==> src/rtl/sync_frame_arbiter_if.sv <==
// Stream bundle around the arbiter: NUM_CH scrambler byte streams in, one framer stream out.
// master = arbiter side (drives the framer stream and per-channel ready); slave = surrounding logic.
interface sync_frame_arbiter_if #(
  parameter int NUM_CH = 4
);
  logic [8*NUM_CH-1:0] s_axis_tdata;
  logic [NUM_CH-1:0]   s_axis_tvalid;
  logic [NUM_CH-1:0]   s_axis_tready;
  logic [7:0]          m_axis_tdata;
  logic                m_axis_tvalid;
  logic                m_axis_tready;
  logic                m_axis_tlast;
  logic [2:0]          m_axis_tuser;

  modport master (
    input  s_axis_tdata,
    input  s_axis_tvalid,
    output s_axis_tready,
    output m_axis_tdata,
    output m_axis_tvalid,
    input  m_axis_tready,
    output m_axis_tlast,
    output m_axis_tuser
  );

  modport slave (
    output s_axis_tdata,
    output s_axis_tvalid,
    input  s_axis_tready,
    input  m_axis_tdata,
    input  m_axis_tvalid,
    output m_axis_tready,
    input  m_axis_tlast,
    input  m_axis_tuser
  );
endinterface

==> src/rtl/sync_frame_arbiter.sv <==
// Frame-granular round-robin arbiter sharing the Sync framer among NUM_CH byte streams.
// Define SYNC_ARB_TIMEOUT_EN to add the stall timeout that zero-pads a starved frame.
module sync_frame_arbiter #(
  parameter int NUM_CH      = 4,
  parameter int PAYLOAD_LEN = 255,
  parameter int TIMEOUT_CYC = 1024
) (
  input  logic                 core_clk,
  input  logic                 rst_n,
  sync_frame_arbiter_if.master axis,
  output logic [NUM_CH-1:0]    grant,
  output logic                 busy,
  output logic                 err_pad,
  input  logic                 err_clr
);

  localparam logic [8:0]        LAST_CNT = 9'(PAYLOAD_LEN - 1);
  localparam logic [2:0]        PTR_RST  = 3'(NUM_CH - 1);
  localparam logic [NUM_CH-1:0] ONE      = NUM_CH'(1);

  typedef enum logic [1:0] {
    IDLE,
    XFER,
    PAD
  } state_t;

  state_t            state_q, state_d;
  logic [NUM_CH-1:0] grant_q, grant_d;
  logic [2:0]        gidx_q, gidx_d;
  logic [2:0]        ptr_q, ptr_d;
  logic [8:0]        cnt_q, cnt_d;
  logic [7:0]        tdata_q, tdata_d;
  logic              tvalid_q, tvalid_d;
  logic              tlast_q, tlast_d;
  logic [2:0]        tuser_q, tuser_d;

  logic              out_rdy;
  logic              fire;
  logic              last_beat;
  logic              g_valid;
  logic [7:0]        g_data;
  logic              load_en;
  logic [7:0]        load_data;
  logic [NUM_CH-1:0] s_rdy;

  logic              sel_any;
  logic [NUM_CH-1:0] sel_oh;
  logic [2:0]        sel_idx;
  int unsigned       rr;

`ifdef SYNC_ARB_TIMEOUT_EN
  localparam logic [15:0] STALL_LAST = 16'(TIMEOUT_CYC - 1);
  logic [15:0] stall_q, stall_d;
  logic        err_q, err_d;
`else
  logic unused_cfg;
  assign unused_cfg = err_clr ^ TIMEOUT_CYC[0];
`endif

  assign out_rdy   = !tvalid_q || axis.m_axis_tready;
  assign fire      = tvalid_q && axis.m_axis_tready;
  assign last_beat = (cnt_q == LAST_CNT);

  // Round-robin search upward from ptr+1, wrapping; the first live requester wins.
  always_comb begin
    sel_any = 1'b0;
    sel_oh  = '0;
    sel_idx = '0;
    rr      = 0;
    for (int unsigned i = 1; i <= NUM_CH; i++) begin
      rr = ({29'd0, ptr_q} + i) % NUM_CH;
      if (!sel_any && |(axis.s_axis_tvalid & (ONE << rr))) begin
        sel_any = 1'b1;
        sel_oh  = ONE << rr;
        sel_idx = 3'(rr);
      end
    end
  end

  always_comb begin
    g_valid = |(axis.s_axis_tvalid & grant_q);
    g_data  = '0;
    for (int unsigned j = 0; j < NUM_CH; j++) begin
      if (|(grant_q & (ONE << j))) begin
        g_data = g_data | 8'(axis.s_axis_tdata >> (8 * j));
      end
    end
  end

  always_comb begin
    state_d   = state_q;
    grant_d   = grant_q;
    gidx_d    = gidx_q;
    ptr_d     = ptr_q;
    cnt_d     = cnt_q;
    tdata_d   = tdata_q;
    tvalid_d  = tvalid_q;
    tlast_d   = tlast_q;
    tuser_d   = tuser_q;
    s_rdy     = '0;
    load_en   = 1'b0;
    load_data = '0;
`ifdef SYNC_ARB_TIMEOUT_EN
    stall_d   = stall_q;
    err_d     = err_clr ? 1'b0 : err_q;
`endif

    if (fire) begin
      tvalid_d = 1'b0;
    end

    case (state_q)
      IDLE: begin
        if (sel_any) begin
          grant_d = sel_oh;
          gidx_d  = sel_idx;
          state_d = XFER;
        end
      end
      XFER: begin
        s_rdy     = grant_q & {NUM_CH{out_rdy}};
        load_en   = out_rdy && g_valid;
        load_data = g_data;
`ifdef SYNC_ARB_TIMEOUT_EN
        if (load_en) begin
          stall_d = '0;
        end else if (out_rdy) begin
          stall_d = stall_q + 16'd1;
          if (stall_q == STALL_LAST) begin
            stall_d = '0;
            state_d = PAD;
            err_d   = 1'b1;
          end
        end
`endif
      end
`ifdef SYNC_ARB_TIMEOUT_EN
      PAD: begin
        load_en   = out_rdy;
        load_data = '0;
      end
`endif
      default: ;
    endcase

    // Data and pad beats share one load path so tlast/tuser/byte_cnt stay consistent.
    if (load_en) begin
      tdata_d  = load_data;
      tvalid_d = 1'b1;
      tlast_d  = last_beat;
      tuser_d  = gidx_q;
      cnt_d    = cnt_q + 9'd1;
      if (last_beat) begin
        state_d = IDLE;
        ptr_d   = gidx_q;
        cnt_d   = '0;
        grant_d = '0;
      end
    end
  end

  always_ff @(posedge core_clk or negedge rst_n) begin
    if (!rst_n) begin
      state_q  <= IDLE;
      grant_q  <= '0;
      gidx_q   <= '0;
      ptr_q    <= PTR_RST;
      cnt_q    <= '0;
      tdata_q  <= '0;
      tvalid_q <= 1'b0;
      tlast_q  <= 1'b0;
      tuser_q  <= '0;
    end else begin
      state_q  <= state_d;
      grant_q  <= grant_d;
      gidx_q   <= gidx_d;
      ptr_q    <= ptr_d;
      cnt_q    <= cnt_d;
      tdata_q  <= tdata_d;
      tvalid_q <= tvalid_d;
      tlast_q  <= tlast_d;
      tuser_q  <= tuser_d;
    end
  end

`ifdef SYNC_ARB_TIMEOUT_EN
  always_ff @(posedge core_clk or negedge rst_n) begin
    if (!rst_n) begin
      stall_q <= '0;
      err_q   <= 1'b0;
    end else begin
      stall_q <= stall_d;
      err_q   <= err_d;
    end
  end

  assign err_pad = err_q;
`else
  assign err_pad = 1'b0;
`endif

  assign axis.s_axis_tready = s_rdy;
  assign axis.m_axis_tdata  = tdata_q;
  assign axis.m_axis_tvalid = tvalid_q;
  assign axis.m_axis_tlast  = tlast_q;
  assign axis.m_axis_tuser  = tuser_q;
  assign grant              = grant_q;
  assign busy               = (state_q != IDLE);

endmodule

==> src/flat_wrapper.sv <==
// flat-port wrapper written by rule: the top's interface ports become plain ports
module sync_frame_arbiter_flat 
#(
  parameter int NUM_CH      = 4,
  parameter int PAYLOAD_LEN = 255,
  parameter int TIMEOUT_CYC = 1024
)
  (core_clk, rst_n, grant, busy, err_pad, err_clr, axis_s_axis_tdata, axis_s_axis_tvalid, axis_s_axis_tready, axis_m_axis_tdata, axis_m_axis_tvalid, axis_m_axis_tready, axis_m_axis_tlast, axis_m_axis_tuser);
  sync_frame_arbiter_if #(.NUM_CH(NUM_CH)) axis_i ();
  input  logic core_clk;
  input  logic rst_n;
  output logic [NUM_CH-1:0] grant;
  output logic busy;
  output logic err_pad;
  input  logic err_clr;
  input wire logic [$bits(axis_i.s_axis_tdata)-1:0] axis_s_axis_tdata;
  input wire logic [$bits(axis_i.s_axis_tvalid)-1:0] axis_s_axis_tvalid;
  output wire logic [$bits(axis_i.s_axis_tready)-1:0] axis_s_axis_tready;
  output wire logic [$bits(axis_i.m_axis_tdata)-1:0] axis_m_axis_tdata;
  output wire logic [$bits(axis_i.m_axis_tvalid)-1:0] axis_m_axis_tvalid;
  input wire logic [$bits(axis_i.m_axis_tready)-1:0] axis_m_axis_tready;
  output wire logic [$bits(axis_i.m_axis_tlast)-1:0] axis_m_axis_tlast;
  output wire logic [$bits(axis_i.m_axis_tuser)-1:0] axis_m_axis_tuser;
  assign axis_i.s_axis_tdata = axis_s_axis_tdata;
  assign axis_i.s_axis_tvalid = axis_s_axis_tvalid;
  assign axis_s_axis_tready = axis_i.s_axis_tready;
  assign axis_m_axis_tdata = axis_i.m_axis_tdata;
  assign axis_m_axis_tvalid = axis_i.m_axis_tvalid;
  assign axis_i.m_axis_tready = axis_m_axis_tready;
  assign axis_m_axis_tlast = axis_i.m_axis_tlast;
  assign axis_m_axis_tuser = axis_i.m_axis_tuser;
  sync_frame_arbiter #(.NUM_CH(NUM_CH), .PAYLOAD_LEN(PAYLOAD_LEN), .TIMEOUT_CYC(TIMEOUT_CYC)) u_core (.core_clk(core_clk), .rst_n(rst_n), .axis(axis_i), .grant(grant), .busy(busy), .err_pad(err_pad), .err_clr(err_clr));
endmodule
==> config.mk <==
export PLATFORM = sky130hd
export DESIGN_NAME = sync_frame_arbiter_flat
export DESIGN_NICKNAME = d
export VERILOG_FILES = /design/src/rtl/sync_frame_arbiter_if.sv /design/src/rtl/sync_frame_arbiter.sv /design/src/flat_wrapper.sv
export SDC_FILE = /design/constraint.sdc
export NUM_CORES = 1
export LEC_CHECK = 0
export CAP_MARGIN = 40
export CORE_UTILIZATION = 46
export DETAILED_ROUTE_END_ITERATION = 7
export PLACE_DENSITY = 0.8
export SLEW_MARGIN = 25
export SYNTH_ARGS = -nofsm -noshare
export SYNTH_HDL_FRONTEND = slang
export SYNTH_SLANG_ARGS = --single-unit
==> constraint.sdc <==
create_clock -name core_clk -period 3.1 [get_ports core_clk]
set_clock_uncertainty 0.1 [all_clocks]
set_input_delay 0.465 -clock core_clk [delete_from_list [all_inputs] [get_ports core_clk]]
set_output_delay 0.465 -clock core_clk [all_outputs]
set_load 0.01 [all_outputs]
======== Word level (Yosys, flattened, before mapping) ========
Index checks and enable logic that the tools add are counted.
storage, ports and cells
  register bits after elaboration ......... 33
  input port bits ......................... 40
cells by class
  add/sub/neg operators ................... 5
  equality and inequality tests ........... 2
  shifts and indexed selects .............. 4
  multiplexer cells ....................... 30
  bitwise operators ....................... 9
  reduce and logical (&&, ||, !) cells .... 20
operators with widths
  operator                                                            number
  8-bit 2-to-1 mux                                                    5
  4-bit 2-to-1 mux                                                    9
  4-bit AND                                                           6
  8-bit OR                                                            3
  4-bit OR reduction                                                  5
  1-bit by 2-bit left shift with 4-bit output (first input constant)  4
  2-bit 2-to-1 mux                                                    5
  9-bit by 1-bit adder with 9-bit output (second input constant)      1
  9-bit by 8-bit == test with 1-bit output (second input constant)    1
  3-bit 2-to-1 mux                                                    3
  9-bit 2-to-1 mux                                                    1
  1-bit 2-to-1 mux                                                    7
  1-bit logical AND                                                   5
  2-bit by 1-bit adder with 2-bit output (second input constant)      2
  2-bit adder (second input constant)                                 2
  1-bit logical NOT                                                   4
  2-bit AND reduction                                                 2
  2-bit nonzero test                                                  2
  2-bit by 1-bit == test with 1-bit output (second input constant)    1
  2-bit logical NOT                                                   1
  1-bit logical OR                                                    1

======== Depth between registers and ports, before layout ========
Gate-level depths: netlist (run 1).
  depth in word-level cells ............... 18
  mapped depth ............................ 9
  depth with buffers taken out ............ 7

======== Least setup slack after synthesis (run 1) ========
No wires, ideal clock.
  kind .................................... flip-flop to flip-flop
  start point ............................. register u_core.ptr_q[0]
  end point ............................... register u_core.grant_q[2] (netlist: u_core.grant[2])
  library setup time ...................... 124 ps
  arrival time ............................ 2006 ps
  required time ........................... 2876 ps
  setup slack ............................. 870 ps
  stages on the path, launching flop included .. 9
  buffers on the path ..................... 1
  cells stage by stage .................... dfstp_2 inv_1 ha_1 buf_6 a22o_1 a221oi_4 a41oi_4 o22ai_1 a21oi_2
on the way
  cells in the longest elaborated chain, start to end .. 18
  elaborated cells on any way between the ends .. 34
ends and longest elaborated chain
  what                                                  line                                                RTL
  from (decl)                                           sync_frame_arbiter.sv:30                            logic [2:0] ptr_q, ptr_d;
  from (signal assigned)                                sync_frame_arbiter.sv:177                           ptr_q <= ptr_d;
  2-bit by 1-bit adder with 2-bit output                sync_frame_arbiter.sv:71                            rr = ({29'd0, ptr_q} + i) % NUM_CH;
  1-bit by 2-bit left shift with 4-bit output           sync_frame_arbiter.sv:72, sync_frame_arbiter.sv:74
  4-bit AND                                             sync_frame_arbiter.sv:72                            if (!sel_any && |(axis.s_axis_tvalid & (ONE << rr))) begin
  4-bit OR reduction                                    sync_frame_arbiter.sv:72
  1-bit 2-to-1 mux                                      sync_frame_arbiter.sv:72
  1-bit logical NOT                                     sync_frame_arbiter.sv:72
  1-bit logical AND                                     sync_frame_arbiter.sv:72
  1-bit 2-to-1 mux                                      sync_frame_arbiter.sv:72
  [... 3 more ...]                                      --
  1-bit logical NOT                                     sync_frame_arbiter.sv:72
  1-bit logical AND                                     sync_frame_arbiter.sv:72
  4-bit 2-to-1 mux or 1-bit 2-to-1 mux (tied branches)  sync_frame_arbiter.sv:72
  4-bit 2-to-1 mux (*)                                  sync_frame_arbiter.sv:114                           if (sel_any) begin
  4-bit 2-to-1 mux (*)                                  sync_frame_arbiter.sv:112                           case (state_q)
  4-bit 2-to-1 mux                                      sync_frame_arbiter.sv:153                           if (last_beat) begin
  4-bit 2-to-1 mux (*)                                  sync_frame_arbiter.sv:147                           if (load_en) begin
  named net u_core.grant_d[2]                           sync_frame_arbiter.sv:28                            logic [NUM_CH-1:0] grant_q, grant_d;
  to (signal assigned)                                  sync_frame_arbiter.sv:175                           grant_q <= grant_d;
  to (decl)                                             sync_frame_arbiter.sv:28
The timed path passes the listed nets; every way through them passes the cells marked *.
A chain may end at the register's enable or synchronous reset.

======== Final worst setup path (run 1) ========
  start point ............................. input port axis_m_axis_tready
  end point ............................... output port axis_s_axis_tready[0]
on the way
  cells in the longest elaborated chain, start to end .. 3
ends and longest elaborated chain
  what              line                       RTL
  from (decl)       flat_wrapper.sv:21         input wire logic [$bits(axis_i.m_axis_tready)-1:0] axis_m_axis_tready;
  1-bit logical OR  sync_frame_arbiter.sv:60   assign out_rdy = !tvalid_q || axis.m_axis_tready;
  4-bit AND         sync_frame_arbiter.sv:121  s_rdy = grant_q & {NUM_CH{out_rdy}};
  4-bit 2-to-1 mux  sync_frame_arbiter.sv:112
  to (decl)         flat_wrapper.sv:18         output wire logic [$bits(axis_i.s_axis_tready)-1:0] axis_s_axis_tready;
No other way between the ends.

==> results of run 1 <==
## per-stage QoR
stage	util [%]	std cells	hold WS (ns)	total power [mW]	setup WS, ns
5_1_grt	65.0	317	0.294	1.56	0.399
4_1_cts	65.0	317	0.292	1.47	0.484
3_5_place_dp	62.5	309	0.277	1.12	0.493
6_report	65.0	317	0.294	1.46	0.479
3_3_place_gp	62.5	309	0.277	1.11	0.509
2_1_floorplan	-	215	0.0694	0.853	0.870
## worst register-to-register path, cell delays in order, from the launching register on
cell and delay, ns:
dfstp_2 0.55, inv_1 0.08, ha_1 0.33, a22o_1 0.28, a221oi_4 0.46, a41oi_4 0.29
o22ai_1 0.26, a21oi_2 0.04
## where the power goes
| part | internal, mW | switching (mW) |
|---|---|---|
| clock network | 0.202 | 0.143 |
| logic | 0.276 | 0.216 |
| registers | 0.501 | 0.119 |
| total | 0.980 | 0.478 |
## worst max path at each step
stage                  startpoint                    end  slack, ns  cells past startpoint
5_1_grt        axis_m_axis_tready  axis_s_axis_tready[1]       0.40                      5
3_3_place_gp   axis_m_axis_tready  axis_s_axis_tready[1]       0.51                      5
4_1_cts        axis_m_axis_tready  axis_s_axis_tready[0]       0.48                      5
3_5_place_dp   axis_m_axis_tready  axis_s_axis_tready[0]       0.49                      5
6_report       axis_m_axis_tready  axis_s_axis_tready[0]       0.48                      5
2_1_floorplan     u_core.ptr_q[0]        u_core.grant[2]       0.87                      8
## placed cells by master, fill, tap and decap left out, types with 7 or more instances in the layout
cell type and count:
nor2_1 18, clkdlybuf4s50_1 59, clkbuf_8 7, a31oi_1 9, a22oi_1 22, nand2_1 17, o21ai_0 14, dfrtp_1 29
## state kept, by name, summed over array words and instances (netlist names)
register	count
u_core.ptr_q	2
u_core.axis.m_axis_tlast	1
u_core.grant	4
u_core.gidx_q	2
u_core.axis.m_axis_tvalid	1
u_core.axis.m_axis_tuser	2
u_core.axis.m_axis_tdata	8
u_core.cnt_q	9
u_core.state_q	2
## cell families (layout without fill, tap and decap cells)
family | after synthesis | after routing | share of synthesized area (%)
AO/OA/AOI/OAI | 78 | 78 | 29.7
buffers and inverters | 24 | 76 | 6.70
other | 1 | 2 | 0.193
flip-flops | 31 | 31 | 40.1
AND/OR/NAND/NOR | 74 | 74 | 19.5
adder cells (fa/ha/maj) | 6 | 6 | 3.87
## final cells by class
| type | count | area [sq um] | share of cell area, % |
|---|---|---|---|
| Multi-Input combinational cell | 160 | 1040 | 39.6 |
| Sequential cell | 31 | 778 | 29.7 |
| Timing Repair Buffer | 63 | 621 | 23.7 |
| Clock buffer | 8 | 100 | 3.82 |
| Tap cell | 50 | 62.6 | 2.39 |
| Inverter | 5 | 18.8 | 0.717 |
## layer usage
metal | GRT usage (%) | vias to the layer above
met3 | 5.48 | 7
li1 | - | 896
met5 | 0 | -
met1 | 32.7 | 875
met2 | 34.3 | 35
met4 | 8.24 | 0
==> flow_summary.toml, run 1 <==
[setup_path]
critPathLaunchType = "primary input"
crit_chain = "clkdlybuf4s50_1 -> inv_1 -> a21oi_1 -> and2_1 -> clkdlybuf4s50_1"
r2r-start = "u_core.ptr_q[0]"
critical_path.top_delay_family = "buffers and inverters"
cpPeakStageDelay_ns = 0.53
cp_slowest_cell = "clkdlybuf4s50_1"
reg2reg_to = "u_core.grant[2]"
crit_fanout = 6
end_kind = "output port"
worstPathArrival_ns = 2.06
r2r_slack_ns = 0.59
worstRegToRegCells = 7
path_buf_inv = 3
worstSetupPathType = "primary input to output port"
crit_path_frequent_cell = "clkdlybuf4s50_1"
cp.required_ns = 2.53

[routing]
drtAntennaViolNets = 0
wire_per_inst_um = 15.4
dr_wl_met3_um = 173
avgViaCountPerCell = 5.72
top_layer = "met4"
drc = 0
drt-pass1-iter-count = 4
vias = 1813
drt_iter0_drc = 158
wl_met1_um = 2380
wl_met2_um = 2280
wl_um = 4900

[logic_synthesis]
synth-warning-count = 0
synth-seq-cells = 31
synth-edff-count = 0
netlist.area_leader.share_pct = 37.4
synth.avg_cell_area_sq_um = 9.07
synth_area_leader_cell = "dfrtp_1"
synthFlopType = "dfrtp_1"
synth_area_leaders = "dfrtp_1, a22oi_1, ha_1"
syn-cell-area_sq_mm = 0.00194
synth_cell_types = 47
synth_commonest_cells = "dfrtp_1, a22oi_1, nor2_1"
synth_async_sr_flop_share_pct = 100
synthCells = 214
synth_most_common_cell = "dfrtp_1"
ys_seq_area_share_pct = 40.1

[layout]
area_delta_synth_final_pct = 34.8
drive_above_1_share_pct = 7.49
fin_nets = 312
diodes = 0
fillCellCount = 359
fin_area_sq_mm = 0.00262

[placement]
hpwlAfterDp_um = 3500
gp_congestion = 0.873
portBuffers = 59
dpl_cell_area_sq_mm = 0.00252

[floorplan]
io_pins = 63
die_x_um = 67.0
die_area_sq_mm = 0.00448
initial_core_util_pct = 48.2
fp.coreArea_sq_mm = 0.00403
die_h_um = 67.0
rows = 23

[grt]
grt_overflow = 0
grt_max_degree = 32
grt_use_total_pct = 23.2
grt_pass1_wl_um = 7700
grt_pass1_vias = 1582
antenna_found_initial = 0

[timing]
finalMaxSlewViolations = 0
hold_viol = 0
finalCritPeriodShare_pct = 84.5
clock.fmax_ghz = 0.382
setup_violations = 0
slew-limit-headroom_pct = 62.3
setup_tns_ns = 0
rsz0062_at_grt = "false"
worst_pin_slew_ns = 0.565
period_needed_ns = 2.62

[min_path]
whs_endpoint = "u_core.state_q[1]"
worst_hold_path_type = "flip-flop to flip-flop"
holdPathStages = 0
min_from = "u_core.state_q[1]"

[power_and_ir_drop]
power_density_mw_per_mm2 = 557
leakagePower_nw = 1.08
ir_drop_mv = 0.231

[clocking]
cts-buffers-inserted = 5
cts-root-buf = "clkbuf_8"
clock-sinks = 31
cts_resized = 0
clk_pin_slew_ns = 0.06
ctsHoldBuffers = 0
cts_tree = "done"
cts_buffer_depth = 2
clk_latency_ns = 0.28
cts_setup_buffers = 0
h-tree-depth = 2

[outcome]
status = "complete, no violations"

[job]
drv_cap = 0
Note: power is estimated with default switching activity, not from simulation.
==> run 2: changes to the inputs <==
--- a/config.mk
+++ b/config.mk
@@ -6,9 +6,9 @@
 export NUM_CORES = 1
 export LEC_CHECK = 0
 export CAP_MARGIN = 40
-export CORE_UTILIZATION = 46
+export CORE_UTILIZATION = 42
 export DETAILED_ROUTE_END_ITERATION = 7
-export PLACE_DENSITY = 0.8
+export PLACE_DENSITY = 0.77
 export SLEW_MARGIN = 25
 export SYNTH_ARGS = -nofsm -noshare
 export SYNTH_HDL_FRONTEND = slang
==> constraint.sdc (replaced) <==
create_clock -name core_clk -period 2.25 [get_ports core_clk]
set_clock_uncertainty 0.1 [all_clocks]
set_input_delay 0.3375 -clock core_clk [delete_from_list [all_inputs] [get_ports core_clk]]
set_output_delay 0.3375 -clock core_clk [all_outputs]
set_load 0.01 [all_outputs]
==> run 2 against run 1 <==
Sequential power grew 34%. Design area is 13% higher. Combinational power rose by 53%. Clock power up 19%. Highest routed layer unchanged.
==> flow_summary.toml, run 2 (same netlist as run 1, synthesis figures left out) <==
[setup_path]
critical_path.top_delay_family = "compound AO/OA/AOI/OAI gates"
crit_path_frequent_cell = "buf_4"
end_kind = "flip-flop"
crit_fanout = 7
worstSetupPathType = "flip-flop to flip-flop"
worstRegToRegCells = 10
crit_start = "u_core.ptr_q[0]"
cpPeakStageDelay_ns = 0.58
cp.depth = 10
path_buf_inv = 4
cp.required_ns = 2.30
r2r-start = "u_core.ptr_q[0]"
worstPathArrival_ns = 2.30
cp_slowest_cell = "dfstp_2"
reg2reg_to = "u_core.gidx_q[1]"
cp-endpoint = "u_core.gidx_q[1]"
crit_chain = "inv_4 -> ha_4 -> a22o_1 -> a221oi_4 -> buf_12 -> a41oi_4 -> buf_4 -> buf_4 -> nor2_1 -> a31oi_1"
critPathLaunchType = "flip-flop"
r2r_slack_ns = 0.004

[clocking]
h-tree-depth = 2
cts_buffer_depth = 2
clk_latency_ns = 0.28
cts_tree = "done"
cts-buffers-inserted = 5
cts-root-buf = "clkbuf_8"
clk_pin_slew_ns = 0.06
clock-sinks = 31

[routing]
wl_um = 5510
wl_met1_um = 2490
wl_met2_um = 2740
drt_iter0_drc = 107
dr_wl_met3_um = 227
drtAntennaViolNets = 0
vias = 1954
avgViaCountPerCell = 5.58
top_layer = "met4"
wire_per_inst_um = 15.7
drc = 0
drt-pass1-iter-count = 4

[placement]
hpwlAfterDp_um = 3750
portBuffers = 59
gp_congestion = 0.830
dp.cells = 332
dpl_cell_area_sq_mm = 0.00269

[floorplan]
io_pins = 63
die_area_sq_mm = 0.00490
die_x_um = 70.0
initial_core_util_pct = 44.3
die_h_um = 70.0
fp.coreArea_sq_mm = 0.00438
rows = 24

[layout]
fin_nets = 343
utilization_pct = 67.5
area_delta_synth_final_pct = 52.3
layout_commonest_cell = "clkdlybuf4s50_1"
fin_area_sq_mm = 0.00296
fin_cells = 350
drive_above_1_share_pct = 21.5
diodes = 0
final_cell_mix = "clkdlybuf4s50_1, buf_4, dfrtp_1"
largest_register = "u_core.cnt_q"
fillCellCount = 362
largest_reg_flops = 9

[power_and_ir_drop]
pwr-share-seq_pct = 41.7
ir_drop_mv = 0.303
p_sw_mw = 0.670
swShare_pct = 33.6
power_density_mw_per_mm2 = 674
pwr-share-comb_pct = 37.8
power.total_mw = 1.99
leakagePower_nw = 1.29
internal_power_mw = 1.32
power.share.clock_pct = 20.5

[timing]
hold_viol = 0
rsz0062_at_grt = "true"
finalCritPeriodShare_pct = 99.8
worst_pin_slew_ns = 0.610
setup_violations = 0
slew-limit-headroom_pct = 59.2
period_needed_ns = 2.25
finalMaxSlewViolations = 0
clock.fmax_ghz = 0.445

[grt]
grt_pass1_wl_um = 8400
antenna_found_initial = 0
grt_max_degree = 32
grt_use_total_pct = 21.4
grt_pass1_vias = 1705
grt_overflow = 0

[outcome]
status = "complete, no violations"

[min_path]
worst_hold_path_type = "flip-flop to flip-flop"

[job]
drv_cap = 0
==> run 2: cell count changes in the layout (fill, tap and decap cells not counted), moves of 2 or more <==
cell             change
a22oi_2              +3
clkdlybuf4s50_1      -4
nor4_1               -2
buf_6                +4
buf_4               +26
dlymetal6s2s_1       +4
nor4_2               +2
clkbuf_8             -2
ha_1                 -4
ha_4                 +3
a22oi_1              -3
==> run 2: per-stage QoR <==
step           hold WS [ns]   TNS, ns  worst slack (ns)
4_1_cts               0.316         0            0.0144
2_1_floorplan       -0.0581         0            0.0195
3_5_place_dp          0.300  -0.00987          -0.00638
3_3_place_gp          0.273         0           0.00832
6_report              0.327         0           0.00384
5_1_grt               0.347    -0.310           -0.0886
==> run 2: how the worst min path moves through the flow <==
stage / startpoint / end / slack [ns] / depth (start not counted)
global placement: u_core.state_q[1] / u_core.state_q[1] / 0.27 / 0
global route: u_core.state_q[1] / u_core.state_q[1] / 0.35 / 0
finish: u_core.state_q[1] / u_core.state_q[1] / 0.33 / 0
CTS: u_core.state_q[1] / u_core.state_q[1] / 0.32 / 0
detailed placement: u_core.state_q[1] / u_core.state_q[1] / 0.30 / 0
floorplan: rst_n / u_core.axis.m_axis_tdata[0] / -0.06 / 0
==> run 2: layout make-up <==
class / instances / area [sq um] / area share (%)
clock buffers: 7 / 76.3 / 2.58
clock inverters: 1 / 5.00 / 0.169
inverters: 5 / 21.3 / 0.719
multi-input cells: 160 / 1120 / 37.9
flip-flops and latches: 31 / 778 / 26.3
well taps: 52 / 65.1 / 2.20
repair buffers: 94 / 891 / 30.1
==> run 2: power groups by stage <==
| stage | Sequential, mW | Clock [mW] | Combinational [mW] |
|---|---|---|---|
| 2_1_floorplan | 0.834 | 0 | 0.341 |
| 3_3_place_gp | 0.833 | 0 | 0.721 |
| 3_5_place_dp | 0.840 | 0 | 0.734 |
| 4_1_cts | 0.830 | 0.416 | 0.736 |
| 5_1_grt | 0.852 | 0.444 | 0.820 |
| 6_report | 0.831 | 0.409 | 0.755 |
==> run 2: repair_timing <==
action                                  CTS  global route
endpoints found under the setup margin    0            10
setup buffers                             0            10
gates resized for setup                   0            30
hold buffers                              0             0
==> run 2: worst register-to-register path, cell delays in order, from the launching register on <==
cell and delay, ns:
dfstp_2 0.58, inv_4 0.07, ha_4 0.16, a22o_1 0.25, a221oi_4 0.22, buf_12 0.16, a41oi_4 0.17, buf_4 0.18
buf_4 0.12, nor2_1 0.08, a31oi_1 0.04
==> run 2: layer usage <==
layer	vias up	GRT usage (%)
li1	955	-
met1	944	28.2
met2	51	35.6
met5	-	0
met3	4	4.76
met4	0	5.33
==> run 3: changes to the inputs <==
--- a/config.mk
+++ b/config.mk
@@ -6,7 +6,9 @@
 export NUM_CORES = 1
 export LEC_CHECK = 0
 export CAP_MARGIN = 40
+export CORE_MARGIN = 2
 export CORE_UTILIZATION = 42
+export CTS_CLUSTER_DIAMETER = 100
 export DETAILED_ROUTE_END_ITERATION = 7
 export PLACE_DENSITY = 0.77
 export SLEW_MARGIN = 25
==> run 3 against run 2 <==
Cell count shrank 1.4%. Clock power grew 17%. Critical path depth shrank 1. Via count shrank 0.41%. Sequential share of layout area grew 0.24 points. Core utilization shrank 1.1 points. Total power grew 3.9%. Largest cell class unchanged. Count of clock-buffer cells in the layout grew 1. Global-route usage shrank 0.21 points. Sequential power is essentially flat.
==> flow_summary.toml, run 3 (same netlist as run 1, synthesis figures left out) <==
[clocking]
clk_latency_ns = 0.28
cts_tree = "done"
ctsHoldBuffers = 0
clock-sinks = 31
cts-root-buf = "clkbuf_8"
cts-buffers-inserted = 5
h-tree-depth = 2
cts_buffer_depth = 2
clk_pin_slew_ns = 0.06

[routing]
drtAntennaViolNets = 0
avgViaCountPerCell = 5.64
top_layer = "met4"
wl_met1_um = 2410
wl_met2_um = 2630
wl_um = 5450
wire_per_inst_um = 15.8
drt-pass1-iter-count = 4
drc = 0
drt_iter0_drc = 188
dr_wl_met3_um = 328
vias = 1946

[setup_path]
end_kind = "flip-flop"
crit_chain = "inv_2 -> ha_4 -> a22o_1 -> a221oi_4 -> buf_12 -> buf_4 -> o211ai_1 -> o2111ai_1 -> a31oi_1"
r2r-start = "u_core.ptr_q[0]"
critPathLaunchType = "flip-flop"
worstSetupPathType = "flip-flop to flip-flop"
worstPathArrival_ns = 2.23
crit_start = "u_core.ptr_q[0]"
cp_slowest_cell = "dfstp_2"
crit_fanout = 8
path_buf_inv = 3
cp.required_ns = 2.30
cpPeakStageDelay_ns = 0.58
critical_path.top_delay_family = "compound AO/OA/AOI/OAI gates"

[grt]
antenna_found_initial = 0
grt_use_total_pct = 21.2
grt_max_degree = 32
grt_pass1_wl_um = 8670
grt_overflow = 0
grt_pass1_vias = 1829

[timing]
period_needed_ns = 2.18
worst_pin_slew_ns = 0.513
slew-limit-headroom_pct = 65.6
hold_viol = 0
finalCritPeriodShare_pct = 96.9
timing.final.ws_setup_ns = 0.0689
setup_violations = 0
clock.fmax_ghz = 0.458
finalMaxSlewViolations = 0

[placement]
gp_congestion = 0.840
portBuffers = 59
hpwlAfterDp_um = 3710
pre_cts_slack_ns = -0.101
dpl_cell_area_sq_mm = 0.00270
dp.cells = 333

[min_path]
min_from = "u_core.state_q[1]"
worst_hold_path_type = "flip-flop to flip-flop"

[layout]
largest_reg_flops = 9
diodes = 0
drive_above_1_share_pct = 21.8
fin_cells = 345
layout_commonest_cell = "clkdlybuf4s50_1"
area_delta_synth_final_pct = 51.0
fin_nets = 338
largest_register = "u_core.cnt_q"
final_cell_mix = "clkdlybuf4s50_1, dfrtp_1, buf_4"
fin_area_sq_mm = 0.00293

[floorplan]
io_pins = 63
rows = 24
die_h_um = 72.0
die_area_sq_mm = 0.00518
fp.coreArea_sq_mm = 0.00441
die_x_um = 72.0
initial_core_util_pct = 44.0

[power_and_ir_drop]
leakagePower_nw = 1.24
power.total_mw = 2.07
ir_drop_mv = 0.352
power_density_mw_per_mm2 = 707

[job]
drv_cap = 0

[outcome]
status = "complete, no violations"
-- run 3: power by group --
part           switching (mW)  leakage (nW)  internal, mW
logic                   0.336         0.824         0.425
clock network           0.200        0.0515         0.279
registers               0.141         0.366         0.691
-- run 3: path summary, 6_finish.rpt --
path	to	slack, ns	cells after the start
min in group asynchronous	u_core.cnt_q[8]	0.34	2
max	u_core.gidx_q[1]	0.07	9
max in group asynchronous	u_core.ptr_q[1]	1.37	2
min reg2reg	u_core.state_q[1]	0.29	0
max reg2reg	u_core.gidx_q[1]	0.07	9
min	u_core.state_q[1]	0.29	0
-- run 3: timing repair --
item | 4_1_cts | 5_1_grt
gates resized for setup | 4 | 21
cloned | 0 | 1
pin swaps | 1 | 2
setup endpoints to repair | 8 | 11
setup buffers | 0 | 3
-- run 3: final cells by class --
type	instances	area [sq um]
Tap cell	52	65.1
Multi-Input combinational cell	161	1140
Timing Repair Buffer	88	826
Sequential cell	31	778
Inverter	5	18.8
Clock buffer	8	100
Fill cell	358	1480
-- run 3: per-stage QoR --
| stage | TNS (ns) | hold WS [ns] | utilization [%] |
|---|---|---|---|
| 3_3_place_gp | -0.375 | 0.279 | 61.1 |
| 5_1_grt | -0.0455 | 0.315 | 66.4 |
| 2_1_floorplan | 0 | -0.0581 | - |
| 6_report | 0 | 0.291 | 66.4 |
| 3_5_place_dp | -0.501 | 0.277 | 61.1 |
| 4_1_cts | 0 | 0.295 | 63.6 |
-- run 3: worst register-to-register path, stage by stage (launching register included) --
cell	delay, ns
dfstp_2	0.58
inv_2	0.08
ha_4	0.18
a22o_1	0.23
a221oi_4	0.22
buf_12	0.17
buf_4	0.12
o211ai_1	0.11
o2111ai_1	0.14
a31oi_1	0.11
-- run 3: metal layers --
| layer | GRT usage [%] | up-vias |
|---|---|---|
| met5 | 0 | - |
| met2 | 33.6 | 64 |
| li1 | - | 958 |
| met3 | 4.86 | 7 |
| met4 | 7.97 | 0 |
| met1 | 28.3 | 917 |
==> edit: new RTL, settings of run 1 <==
Build with the macro `SYNC_ARB_TIMEOUT_EN` defined.
--- a/src/rtl/sync_frame_arbiter.sv
+++ b/src/rtl/sync_frame_arbiter.sv
@@ -1,5 +1,7 @@
 // Frame-granular round-robin arbiter sharing the Sync framer among NUM_CH byte streams.
 // Define SYNC_ARB_TIMEOUT_EN to add the stall timeout that zero-pads a starved frame.
+`define SYNC_ARB_TIMEOUT_EN
+
 module sync_frame_arbiter #(
   parameter int NUM_CH      = 4,
   parameter int PAYLOAD_LEN = 255,
Formal check against the unedited RTL: same outputs for any inputs over 10 cycles, from zero or initial values and one cycle with rst_n low; that may be too few to reach the edited logic, so the function may still have changed.
==> edit against run 1 <==
  * Wire length increased by 51%
  * Combinational power increased by 150%
  * Area after synthesis is 53% higher
  * Highest routed layer unchanged
  * Setup slack lost 160 ps
  * Sequential cell count is 17 higher
  * Utilization is 3.5 points lower
  * Power grew 74%
  * Final area is 42% higher
==> edit: results (changes against run 1) <==
| Metric | Value |
|---|---|
| Outcome | finished, final reports clean (unchanged) |
| Max reg flops | 16 (was 9) |
| Seq/Total Area, Yosys | 0.4062 (was 0.4008) |
| Worst skew pair latency | 300 ps (was 280 ps) |
| Final RePlAce weighted congestion | 0.9582 (was 0.8730) |
| First-pass GRT wire length | 11.83 mm (was 7.700 mm) |
| Starting DRT DRC Count | 151 (was 158) |
| Net count after synthesis | 370 |
| Vias per cell | 6.086 (was 5.719) |
| Area post-placement | 3630 µm² (was 2517 µm²) |
| CP Max Fanout | 11 (was 6) |
| Buffers on Ports | 61 (was 59) |
| Commonest cells post-synth | dfrtp_1 (46), nand2_1 (34), nor2_1 (27), clkbuf_1 (13) (was dfrtp_1 (29), a22oi_1 (22), nor2_1 (18), nand2_1 (17), o21ai_0 (14)) |
| Largest net degree at the start of global routing | 49 (was 32) |
| Routed Wire Length | 7.378 mm (was 4.897 mm) |
| Share of post-route cells with drive strength above 1 | 0.07407 (was 0.07491) |
| Vias in the first global route | 2647 (was 1582) |
| Post-CTS Resized | 0 (unchanged) |
| Pint | 1.562 mW (was 0.9801 mW) |
| Lkg Pwr | 1.567 nW (was 1.078 nW) |
| Post-synthesis cell type count | 60 (was 47) |
| Largest Register | u_core.stall_q (was u_core.cnt_q) |
| Tot GR Track Use | 0.2304 (was 0.2323) |
| Top cells by area, synth | dfrtp_1 (39%), nand2_1 (4.3%), ha_1 (4.2%) (was dfrtp_1 (37%), a22oi_1 (8.5%), ha_1 (3.9%)) |
| HPWL after detailed placement | 5.419 mm (was 3.503 mm) |
| Initial antenna violation count | 0 (unchanged) |
| Worst Tran Pin Value | 705.1 ps (was 565.0 ps) |
| Root Buffer | clkbuf_8 (unchanged) |
| Layout Nets | 427 (was 312) |
| Max IR drop VDD | 331.5 µV (was 231.3 µV) |
| Arrival @ worst endpoint | 2870 ps (was 2060 ps) |
| H-tree depth | 2 (unchanged) |
| Drt pass-1 iters | 4 (unchanged) |
| CTS Buffer Depth | 2 (unchanged) |
| Filler cell count | 538 (was 359) |
| Max incr delay on CP | 600 ps (was 530 ps) |
| Slowest-stage cell, CP | o41a_1 (was clkdlybuf4s50_1) |
| Reg clk slew, reported paths | 90 ps (was 60 ps) |
| Post-CTS Setup Repair Bufs | 0 (unchanged) |
| Asr flop ratio synth | 1.000 (unchanged) |
| Hold Crit Class | input pin to asynchronous set/reset pin (was flip-flop to flip-flop) |
==> edit: changes by cell type after synthesis, moves of 5 or more <==
cell / change
a22oi_1: -19
dfrtp_1: +17
nand2_1: +17
a221oi_1: +10
a22o_1: +10
nor2_1: +9
o31ai_1: +9
a31oi_1: -7
xor2_1: +7
inv_1: +6
clkbuf_1: +5
nor4_1: -5
xnor2_1: +5
==> edit: final timing paths <==
kind | startpoint | to | slack, ps | cells after the start
worst min register to register | u_core.axis.m_axis_tdata[6] | u_core.axis.m_axis_tdata[6] | 380 | 2
worst max register to register | u_core.ptr_q[0] | u_core.gidx_q[0] | 320 | 6
min in group core_clk | u_core.axis.m_axis_tdata[6] | u_core.axis.m_axis_tdata[6] | 380 | 2
max in group asynchronous | rst_n | u_core.cnt_q[1] | 2440 | 1
worst min-delay path | rst_n | u_core.grant[2] | 70 | 1
worst max-delay path | u_core.ptr_q[0] | u_core.gidx_q[0] | 320 | 6
==> edit: metal layers <==
| layer | global-route usage | share of wire |
|---|---|---|
| met1 | 0.2839 | 0.42 |
| met4 | 0.07719 | 0.015 |
| met2 | 0.4116 | 0.49 |
| met3 | 0.03187 | 0.071 |
| met5 | 0 | 0 |
==> edit: critical path: cells and delay by family (launching register included) <==
kind	cells	cell delay, ps
fa+ha+maj	1	310
compound gates	3	1270
flops	1	580
mux	1	350
buf+inv	1	70
==> edit: metrics by stage <==
stage          instances  setup WS (ps)
2_1_floorplan        320          516.4
3_3_place_gp         445          323.1
3_5_place_dp         445          283.8
4_1_cts              453          331.2
5_1_grt              453          192.1
6_report             453          316.5
==> edit: cell families after synthesis <==
kind of cell | Yosys count | synth area share
other | 1 | 0.001266
adders and majority gates | 10 | 0.04223
AOI/OAI and AO/OA | 99 | 0.2542
DFF | 48 | 0.4062
buffers and inverters | 32 | 0.05110
muxes | 5 | 0.02027
xor gates and xnor gates | 12 | 0.03547
and+or+nand+nor | 113 | 0.1892
==> edit: power groups by stage <==
stage                     sequential (mW)  combinational (mW)  clock [mW]
final                               0.954                1.21       0.381
after floorplan                     0.942               0.684           0
after global routing                0.986                1.33       0.417
after global placement              0.963                1.18           0
after detailed placement            0.968                1.21           0
after CTS                           0.954                1.21       0.391
==> edit: final cells by class <==
type,count,area (µm²),share of cell area
Clock buffer,7,86.33,0.02319
Clock inverter,1,7.507,0.002016
Timing Repair Buffer,71,683.2,0.1835
Sequential cell,48,1204,0.3233
Tap cell,75,93.84,0.02520
Inverter,11,41.29,0.01109
Multi-Input combinational cell,240,1608,0.4318
